--- config.mk ---
export PLATFORM = sky130hd
export DESIGN_NAME = mips_avalon_master
export DESIGN_NICKNAME = d
export VERILOG_FILES = /design/src/rtl/mips_avalon_master.sv
export SDC_FILE = /design/constraint.sdc
export NUM_CORES = 1
export LEC_CHECK = 0
export ABC_CLOCK_PERIOD_IN_PS = 2300
export CAP_MARGIN = 20
export CELL_PAD_IN_SITES_DETAIL_PLACEMENT = 0
export CELL_PAD_IN_SITES_GLOBAL_PLACEMENT = 2
export CORE_MARGIN = 3
export CORE_UTILIZATION = 23
export DETAILED_ROUTE_END_ITERATION = 10
export PLACE_DENSITY_LB_ADDON = 0.1
export SYNTH_ARGS = -nofsm -noshare
export SYNTH_HDL_FRONTEND = slang
export SYNTH_SLANG_ARGS = --single-unit
--- constraint.sdc ---
create_clock -name clk -period 2.3 [get_ports clk]
set_clock_uncertainty 0.15 [all_clocks]
set_input_delay 0.46 -clock clk [delete_from_list [all_inputs] [get_ports clk]]
set_output_delay 0.46 -clock clk [all_outputs]
set_load 0.05 [all_outputs]
--- src/rtl/mips_avalon_master.sv ---
// mips_avalon_master
//   Avalon-MM master that converts single MIPS load/store requests into bus
//   transactions. One transaction outstanding at a time. Generates byte
//   enables, places store data on the proper lanes, and extracts and extends
//   load data from the addressed lanes.
//
//   Optional feature macro: MIPS_AVALON_MASTER_TIMEOUT_EN
//     When defined, a BUS access stalled by waitrequest for TIMEOUT_CYCLES
//     cycles is aborted and completed with resp_err = 1.
//
// Ports
//   clk, rst                  clock, synchronous active-high reset
//   req_valid / req_ready     CPU request handshake (ready only in IDLE)
//   req_write                 1 = store, 0 = load
//   req_addr, req_size        byte address; 00 byte, 01 half, 10 word
//   req_signed                sign-extend load result
//   req_wdata                 right-justified store data
//   resp_valid                one-cycle completion pulse
//   resp_rdata, resp_err      extended load data / misaligned-or-timeout flag
//   address, read, write      Avalon command (address is word aligned)
//   writedata, byteenable     lane-placed store data and lane enables
//   waitrequest, readdata     Avalon slave stall and read data
module mips_avalon_master #(
    parameter int unsigned TIMEOUT_CYCLES = 1024
) (
    input  logic        clk,
    input  logic        rst,
    input  logic        req_valid,
    output logic        req_ready,
    input  logic        req_write,
    input  logic [31:0] req_addr,
    input  logic [1:0]  req_size,
    input  logic        req_signed,
    input  logic [31:0] req_wdata,
    output logic        resp_valid,
    output logic [31:0] resp_rdata,
    output logic        resp_err,
    output logic [31:0] address,
    output logic        read,
    output logic        write,
    output logic [31:0] writedata,
    output logic [3:0]  byteenable,
    input  logic        waitrequest,
    input  logic [31:0] readdata
);

    typedef enum logic [1:0] {
        IDLE = 2'd0,
        BUS  = 2'd1,
        RESP = 2'd2
    } state_t;

    if (TIMEOUT_CYCLES == 0) begin : g_timeout_check
        $error("TIMEOUT_CYCLES must be nonzero");
    end

    state_t      state, state_n;

    // Access attributes kept for read-data extraction at completion.
    logic [1:0]  acc_lane, acc_lane_n;
    logic [1:0]  acc_size, acc_size_n;
    logic        acc_signed, acc_signed_n;

    logic        req_ready_n;
    logic        read_n, write_n;
    logic [31:0] address_n, writedata_n;
    logic [3:0]  byteenable_n;
    logic        resp_valid_n, resp_err_n;
    logic [31:0] resp_rdata_n;

    logic        timeout_hit;

    // Request decode: alignment, lane enables and lane-placed store data.
    logic        misaligned;
    logic [3:0]  lane_be;
    logic [31:0] lane_wdata;
    logic [4:0]  req_shift;

    always_comb begin
        req_shift  = {req_addr[1:0], 3'b000};
        misaligned = 1'b0;
        lane_be    = '0;
        lane_wdata = '0;
        case (req_size)
            2'b00: begin
                lane_be    = 4'b0001 << req_addr[1:0];
                lane_wdata = {24'h0, req_wdata[7:0]} << req_shift;
            end
            2'b01: begin
                misaligned = req_addr[0];
                lane_be    = 4'b0011 << req_addr[1:0];
                lane_wdata = {16'h0, req_wdata[15:0]} << req_shift;
            end
            2'b10: begin
                misaligned = (req_addr[1:0] != 2'b00);
                lane_be    = 4'b1111;
                lane_wdata = req_wdata;
            end
            default: misaligned = 1'b1;
        endcase
    end

    // Read-data extraction: shift the addressed lane down, then extend.
    logic [31:0] rd_shifted, rd_ext;

    always_comb begin
        rd_shifted = readdata >> {acc_lane, 3'b000};
        case (acc_size)
            2'b00:   rd_ext = {{24{acc_signed & rd_shifted[7]}}, rd_shifted[7:0]};
            2'b01:   rd_ext = {{16{acc_signed & rd_shifted[15]}}, rd_shifted[15:0]};
            default: rd_ext = rd_shifted;
        endcase
    end

`ifdef MIPS_AVALON_MASTER_TIMEOUT_EN
    localparam int unsigned CNT_W = $clog2(TIMEOUT_CYCLES + 1);

    logic [CNT_W-1:0] stall_cnt;

    // Held at zero outside BUS, which is equivalent to clearing on BUS entry.
    always_ff @(posedge clk) begin
        if (rst || state != BUS) begin
            stall_cnt <= '0;
        end else if (waitrequest) begin
            stall_cnt <= stall_cnt + CNT_W'(1);
        end
    end

    // Fires on the stalled edge that brings the count to TIMEOUT_CYCLES.
    assign timeout_hit = waitrequest && (stall_cnt == CNT_W'(TIMEOUT_CYCLES - 1));
`else
    assign timeout_hit = 1'b0;
`endif

    // Next-state and next-output logic; every output is registered below.
    always_comb begin
        state_n      = state;
        acc_lane_n   = acc_lane;
        acc_size_n   = acc_size;
        acc_signed_n = acc_signed;
        read_n       = read;
        write_n      = write;
        address_n    = address;
        writedata_n  = writedata;
        byteenable_n = byteenable;
        resp_valid_n = 1'b0;
        resp_err_n   = 1'b0;
        resp_rdata_n = '0;

        case (state)
            IDLE: begin
                if (req_valid && req_ready) begin
                    acc_lane_n   = req_addr[1:0];
                    acc_size_n   = req_size;
                    acc_signed_n = req_signed;
                    if (misaligned) begin
                        state_n      = RESP;
                        resp_valid_n = 1'b1;
                        resp_err_n   = 1'b1;
                    end else begin
                        state_n      = BUS;
                        read_n       = ~req_write;
                        write_n      = req_write;
                        address_n    = {req_addr[31:2], 2'b00};
                        byteenable_n = lane_be;
                        writedata_n  = req_write ? lane_wdata : '0;
                    end
                end
            end
            BUS: begin
                if (!waitrequest) begin
                    state_n      = RESP;
                    read_n       = 1'b0;
                    write_n      = 1'b0;
                    resp_valid_n = 1'b1;
                    resp_rdata_n = read ? rd_ext : '0;
                end else if (timeout_hit) begin
                    state_n      = RESP;
                    read_n       = 1'b0;
                    write_n      = 1'b0;
                    resp_valid_n = 1'b1;
                    resp_err_n   = 1'b1;
                end
            end
            RESP: begin
                state_n = IDLE;
            end
            default: begin
                state_n = IDLE;
                read_n  = 1'b0;
                write_n = 1'b0;
            end
        endcase

        req_ready_n = (state_n == IDLE);
    end

    always_ff @(posedge clk) begin
        if (rst) begin
            state      <= IDLE;
            acc_lane   <= '0;
            acc_size   <= '0;
            acc_signed <= 1'b0;
            req_ready  <= 1'b1;
            read       <= 1'b0;
            write      <= 1'b0;
            address    <= '0;
            writedata  <= '0;
            byteenable <= '0;
            resp_valid <= 1'b0;
            resp_err   <= 1'b0;
            resp_rdata <= '0;
        end else begin
            state      <= state_n;
            acc_lane   <= acc_lane_n;
            acc_size   <= acc_size_n;
            acc_signed <= acc_signed_n;
            req_ready  <= req_ready_n;
            read       <= read_n;
            write      <= write_n;
            address    <= address_n;
            writedata  <= writedata_n;
            byteenable <= byteenable_n;
            resp_valid <= resp_valid_n;
            resp_err   <= resp_err_n;
            resp_rdata <= resp_rdata_n;
        end
    end

endmodule

=== Word level (Yosys, flattened, before mapping) ===
Index checks and enable logic that the tools add are counted.

* Add/subtract/negate cells: 0
* Multiply operators: 0
* Div/mod/pow operators: 0
* $lt $le $gt $ge: 0
* Equal/unequal tests: 8
* Shift-type cells: 5
* Muxes and demuxes: 20
* Bitwise operators: 8
* Reduce and logical (&&, ||, !) cells: 11

{| class="wikitable"
|+ Operators by type and width
! cell !! number
|-
| 32-bit case mux with 3 select lines || 1
|-
| 32-bit case mux with 2 select lines || 1
|-
| 32-bit two-way mux || 1
|-
| 16-bit by 5-bit left shift with 32-bit output || 1
|-
| 8-bit by 5-bit left shift with 32-bit output || 1
|-
| 32-bit by 5-bit right shift with 32-bit output || 1
|-
| 4-bit case mux with 3 select lines || 1
|-
| 1-bit case mux with 3 select lines || 3
|-
| 2-bit zero test || 4
|-
| 1-bit two-way mux || 8
|-
| 2-bit by 1-bit equality test with 1-bit output (second input constant) || 3
|-
| 2-bit two-way mux || 3
|-
| 2-bit != test (second input constant) || 3
|-
| 1-bit NOT || 6
|-
| 2-bit equality test (second input constant) || 2
|-
| 2-bit case mux with 2 select lines || 1
|-
| 4-bit AND reduction || 1
|-
| 4-bit OR reduction || 1
|-
| 1-bit by 2-bit left shift with 4-bit output (first input constant) || 1
|-
| 2-bit by 2-bit left shift with 4-bit output (first input constant) || 1
|-
| 3-bit AND reduction || 1
|-
| 1-bit AND || 2
|-
| 1-bit case mux with 2 select lines || 1
|-
| 2-bit AND reduction || 1
|-
| 3 further kinds || 3
|}

* Register bits after elaboration: 110
* Bits in latches: 0
* RAM bits: 0
* Bits in read-only memories: 0
* Input bits: 104
* Output and inout bits: 105
* Word-level logic and storage cells: 65
* Memories: 0

=== Logic depth before layout (Yosys ltp) ===
Gate-level depths: netlist of the first run.

* Depth after elaboration: 6
* Mapped depth: 7
* Mapped depth without buffers: 4

=== Worst setup path before layout of the first run ===
No wires, ideal clock.

* Kind: register to register
* From: reg req_ready
* To: reg writedata[23]
* Setup time: 0.070 ns
* Arrival time: 1.962 ns
* Data required time: 2.080 ns
* Setup slack: 0.118 ns
* Stages on the path, launching flop included: 7
* Buffers on the path: 2
* Clock period less this slack: 2.182 ns
* Cell sequence: dfxtp_1 -> and4bb_2 -> clkbuf_1 -> o211ai_1 -> clkbuf_1 -> a21o_1 -> a21oi_1

* Cells in the longest elaborated chain, start to end: 2

{| class="wikitable"
|+ Ends and longest elaborated chain
! what !! RTL line !! RTL
|-
| start: declaration || 29 || <nowiki>output logic req_ready,</nowiki>
|-
| start signal: assignment || 218 || <nowiki>req_ready <= req_ready_n;</nowiki>
|-
| 1-bit logical AND || 152 || <nowiki>if (req_valid && req_ready) begin</nowiki>
|-
| 3-bit AND reduction (no source line) || - ||
|-
| end signal: assignment || 222 || <nowiki>writedata <= writedata_n;</nowiki>
|-
| end: declaration || 41 || <nowiki>output logic [31:0] writedata,</nowiki>
|}

Every way passes these cells.
A chain may end at the register's enable or synchronous reset.

=== Worst setup path in the final report of the first run ===
* From: reg req_ready
* To: out req_ready

No word-level cell between the ends.

==> impl_metrics.ini, run 1 <==
[sta]
rsz0062_at_grt = no
drv_slew = 0
slew_headroom = 0.428
min_period_ns = 2.19
period_share = 0.951
tightest_slew_ns = 0.858
hold_viol = 0
fin_setup_tns_ns = 0
fmax_ghz = 0.457
finalSetupViolations = 0

[global_routing]
grt_pass1_wl_mm = 26.7
antenna_found_initial = 0
grt_pass1_vias = 4684
grt_overflow_total = 0
grt_max_degree = 79
grt_usage = 0.153

[die]
dieHeight_um = 148
dieArea_sq_um = 22000
core_area_sq_um = 19700
initial_core_util = 0.236
rows = 51
fp.dieW_um = 148
boundaryPins = 209

[pwr]
p_leak_nw = 2.67
vdd_drop_max_uv = 322
p_per_area_nw_per_um2 = 593

[finish]
area_growth_pct = 60.7
final_util = 0.380
layout.nets = 879
fin_cells = 1045
final_area_sq_um = 7490
layout-drive-gt1-share = 0.0846
final_cell_mix = clkdlybuf4s50_1, nand2_1, dfxtp_1
final_common_cell = clkdlybuf4s50_1
antenna_cells = 0

[routing]
viasPerCell = 4.54
finalWirelength_mm = 16.9
firstDrtPassIters = 5
wl_per_cell_um = 16.2
vias = 4740
antenna_left = 0
drt_iter0_drc = 212
drcViolationCount = 0

[synth]
ys_types = 49
synth-warning-count = 0
synth_edf_count = 0
synth-seq-cells = 110
syn_inst = 566
synthArstFlopShare = 0
syn_area_sq_um = 4660
synth_ff_type = dfxtp_1
postSynthAreaPerCell_sq_um = 8.24
ys_seq_area_frac = 0.472

[critical_path]
cp_data_required_time_ns = 1.69
worstSetupPathType = reg -> out
worst_path_dominant_cell_family = buffers and inverters
crit_fanout = 4
crit_path_start_kind = flop
crit_chain = clkdlybuf4s50_1
worstSetupEndpointType = output pin
critical_path_depth = 1
slowest_stage = clkdlybuf4s50_1
ff2ff_path_depth = 5
path_buf_inv = 1
crit_path_max_incr_delay_ns = 0.86
arrival_ns = 1.58

[placement]
dp.cells = 1029
routabilityCongestion = 0.774
dp_hpwl_mm = 12.7
place_area_sq_um = 7210
port_buffers = 206

[min_path]
hold_path_depth = 2
min_path_type = reg -> reg

[clock_network]
clkTransAtPathRegs_ns = 0.07
htreeDepth = 3
cts_setup_buffers = 0
ctsHoldBuffers = 0
cts_resized = 0
clockBufferDepth = 2
cts_buffers = 9
cts_tree = built
clock-sinks = 110
insertion_delay_ns = 0.35
root_buffer = clkbuf_16

[job]
drv_cap = 0

[outcome]
status = finished, final reports clean
==> stage by stage <==
step	setup slack, ns	total power [mW]	hold slack, ns
after floorplan	0.118	2.52	0.300
after global placement	-0.124	2.97	0.292
after detailed placement	-0.189	2.98	0.298
after CTS	0.0904	4.52	0.309
after global routing	0.0432	4.67	0.322
final	0.112	4.44	0.306
==> sequential cells by signal, indices dropped and copies added, names as in the netlist <==
register / cells
writedata: 32
resp_valid: 1
state: 2
resp_rdata: 32
read: 1
byteenable: 4
resp_err: 1
write: 1
acc_lane: 2
address: 30
acc_size: 2
req_ready: 1
acc_signed: 1
==> routing by layer <==
layer / global-route usage / up-vias / routed length (um)
li1: - / 2372 / -
met1: 0.201 / 2208 / 7640
met2: 0.241 / 153 / 7680
met3: 0.0582 / 7 / 1450
met4: 0.0291 / 0 / 166
met5: 0 / - / 0
==> power breakdown <==
group	internal [mW]	switching, mW
logic	0.413	0.513
registers	1.96	0.0380
clock network	0.795	0.720
total	3.17	1.27
==> cell families (layout without fill, tap and decap cells) <==
| family | Yosys count | in the layout | synth area share |
|---|---|---|---|
| AOI/OAI and AO/OA | 170 | 170 | 0.229 |
| other | 1 | 2 | 0.000804 |
| DFF | 110 | 110 | 0.472 |
| muxes | 17 | 17 | 0.0392 |
| and+or+nand+nor | 207 | 207 | 0.203 |
| buffers and inverters | 61 | 274 | 0.0550 |
==> path summary, 6_finish.rpt <==
path,slack [ns],startpoint,end
setup / recovery,0.11,req_ready,req_ready
hold / removal,0.31,address[8],address[8]
setup reg to reg,0.44,state[1],resp_rdata[16]
hold reg to reg,0.31,address[8],address[8]
==> layout make-up <==
cell class / instances / area [sq um]
tap: 265 / 332
fill: 2058 / 12200
clock inverter: 3 / 18.8
multi-input combinational: 396 / 2220
sequential: 110 / 2200
inverter: 9 / 33.8
clock buffer: 13 / 260
timing repair buffer: 249 / 2430
==> worst min-delay path: stages (launching register included) <==
cell	delay [ns]
dfxtp_1	0.31
nand2_1	0.05
a21oi_1	0.05
==> cells in the mapped netlist (all sizes together) (13+ instances only) <==
cell type  instances  share of area
a211oi            14          0.023
a21o              14          0.023
a21oi             72          0.077
a22oi             22          0.035
buf               13          0.016
clkbuf            39          0.031
dfxtp            110           0.47
mux2i             16          0.034
nand2            125           0.10
nor2              25          0.020
nor2b             13          0.017
o21ai             25          0.027
No activity file was read; power rests on OpenSTA's default activity.
==> run 2, diff against run 1 <==
- GPL_ROUTABILITY_DRIVEN: default -> 0
==> results of run 2 <==
No change in the layout: final DEF, timing and power equal those of run 1.
==> run 3, diff against run 2 <==
--- a/constraint.sdc
+++ b/constraint.sdc
@@ -4,2 +4,2 @@
 set_output_delay 0.46 -clock clk [all_outputs]
-set_load 0.05 [all_outputs]
+set_load 0.02 [all_outputs]
==> run 3 against run 2 <==
  * First-iteration DRC count is 4.7% lower
  * Maximum frequency up 4.9%
  * Sequential power about the same
  * Critical endpoint is now resp_rdata[23]
  * Via count increased by 0.51%
  * Design area shrank 0.12%
  * Core utilization about the same
  * Global-route usage barely moved
  * Routed wire length about the same
  * Setup slack better by 0.10 ns
  * Final cell count is essentially flat
  * Critical path type is now in -> reg
  * Flip-flop and latch count unchanged
==> impl_metrics.ini, run 3 (synthesis gave the netlist of run 1 again) <==
[finish]
fin_cells = 1044
final_area_sq_um = 7480
largest_registers = resp_rdata x32, writedata x32, address x30
antenna_cells = 0
layout.nets = 879
fillers = 2007
area_growth_pct = 60.5
final_cell_mix = clkdlybuf4s50_1, nand2_1, dfxtp_1
final_common_cell = clkdlybuf4s50_1
layout-drive-gt1-share = 0.0822

[global_routing]
grt_overflow_total = 0
grt_usage = 0.153
grt_pass1_vias = 4677
grt_max_degree = 79
grt_pass1_wl_mm = 26.5
antenna_found_initial = 0

[critical_path]
cp-startpoint = waitrequest
crit_chain = clkdlybuf4s50_1 > or3b_4 > or2_1 > a2111o_1 > buf_4 > o21ai_0
arrival_ns = 2.21
worst_path_dominant_cell_family = simple AND/OR/NAND/NOR gates
crit_path_start_kind = input pin
cp_data_required_time_ns = 2.42
ff2ff_path_depth = 5
path_buf_inv = 2
crit_fanout = 16
worstSetupPathType = in -> reg
slowest_stage = clkdlybuf4s50_1
worstReg2RegStart = state[1]
worstSetupEndpointType = flop
regToRegSetupSlack_ns = 0.46
crit_path_max_incr_delay_ns = 0.43
worstReg2RegEnd = resp_rdata[23]

[routing]
dr_wl_met3_mm = 1.24
highest_layer = met4
drcViolationCount = 0
viasPerCell = 4.56
finalWirelength_mm = 16.9
wl_met1_mm = 7.78
firstDrtPassIters = 4
vias = 4764
wl_per_cell_um = 16.2
dr_wl_met2_mm = 7.77
drt_iter0_drc = 202
antenna_left = 0

[placement]
dp.cells = 1029
place_area_sq_um = 7220
dp_hpwl_mm = 12.7
port_buffers = 206

[min_path]
min_path_type = reg -> reg
min_from = address[7]
hold_path_depth = 2
holdPathEnd = address[7]

[sta]
drv_slew = 0
hold_viol = 0
rsz0062_at_grt = no
period_share = 0.906
min_period_ns = 2.08
finalSetupViolations = 0
slew_headroom = 0.414
tightest_slew_ns = 0.879
timing.hold.ws_ns = 0.304
fmax_ghz = 0.480

[die]
boundaryPins = 209
core_area_sq_um = 19700
fp.dieW_um = 148
initial_core_util = 0.236
dieHeight_um = 148
rows = 51
dieArea_sq_um = 22000

[clock_network]
clkTransAtPathRegs_ns = 0.07
cts_buffers = 9
cts_tree = built
clockBufferDepth = 2
cts_setup_buffers = 0
root_buffer = clkbuf_16
insertion_delay_ns = 0.35
cts_resized = 0
clock-sinks = 110
ctsHoldBuffers = 0
htreeDepth = 3

[pwr]
power_mw = 4.29
vdd_drop_max_uv = 366
p_per_area_nw_per_um2 = 574
p_leak_nw = 2.65

[outcome]
status = finished, final reports clean

[job]
drv_cap = 0
## run 3: cell types whose count changed in the layout (fill, tap and decap cells not counted)
cell,before,now
clkdlybuf4s50_1,204,205
clkinv_2,2,1
clkbuf_8,2,1
clkinvlp_4,0,1
buf_4,40,39
## run 3: layout make-up
cell class              instances  area [sq um]  area share
inverters                       9          33.8     0.00451
clock buffers                  12           246      0.0329
flip-flops and latches        110          2200       0.294
multi-input cells             396          2220       0.296
clock inverters                 3          21.3     0.00284
well taps                     265           332      0.0443
repair buffers                249          2430       0.325
## run 3: layer usage
metal | global-route usage | up-vias
met4 | 0.0333 | 0
met2 | 0.237 | 147
met1 | 0.203 | 2232
li1 | - | 2379
met5 | 0 | -
met3 | 0.0573 | 6
## run 3: power breakdown
group          internal [mW]  total, mW  leakage, nW  switching, mW
clock                  0.761       1.48        0.129          0.718
sequential              1.96       2.00        0.891         0.0374
combinational          0.414      0.815         1.63          0.401
## run 3: through the flow
stage	util	setup TNS (ns)	setup WS, ns
after CTS	0.380	0	0.217
after global placement	0.366	-3.82	-0.124
after floorplan	-	0	0.205
final	0.380	0	0.215
after global routing	0.380	0	0.129
after detailed placement	0.366	-6.94	-0.161
## run 3: worst max-delay path by stage
stage	to	slack [ns]	depth (start not counted)
5_1_grt	address[20]	0.13	7
4_1_cts	resp_rdata[22]	0.22	6
2_1_floorplan	resp_rdata[18]	0.20	6
3_3_place_gp	resp_rdata[21]	-0.12	6
3_5_place_dp	resp_rdata[22]	-0.16	6
6_report	resp_rdata[23]	0.22	6
## run 3: worst register-to-register path, delay by kind of cell, from the launching register on
kind                   cells  cell delay [ns]
AND/OR/NAND/NOR            2             0.63
AO/OA/AOI/OAI              2             0.47
flip-flops                 1             0.34
buffers and inverters      1             0.19
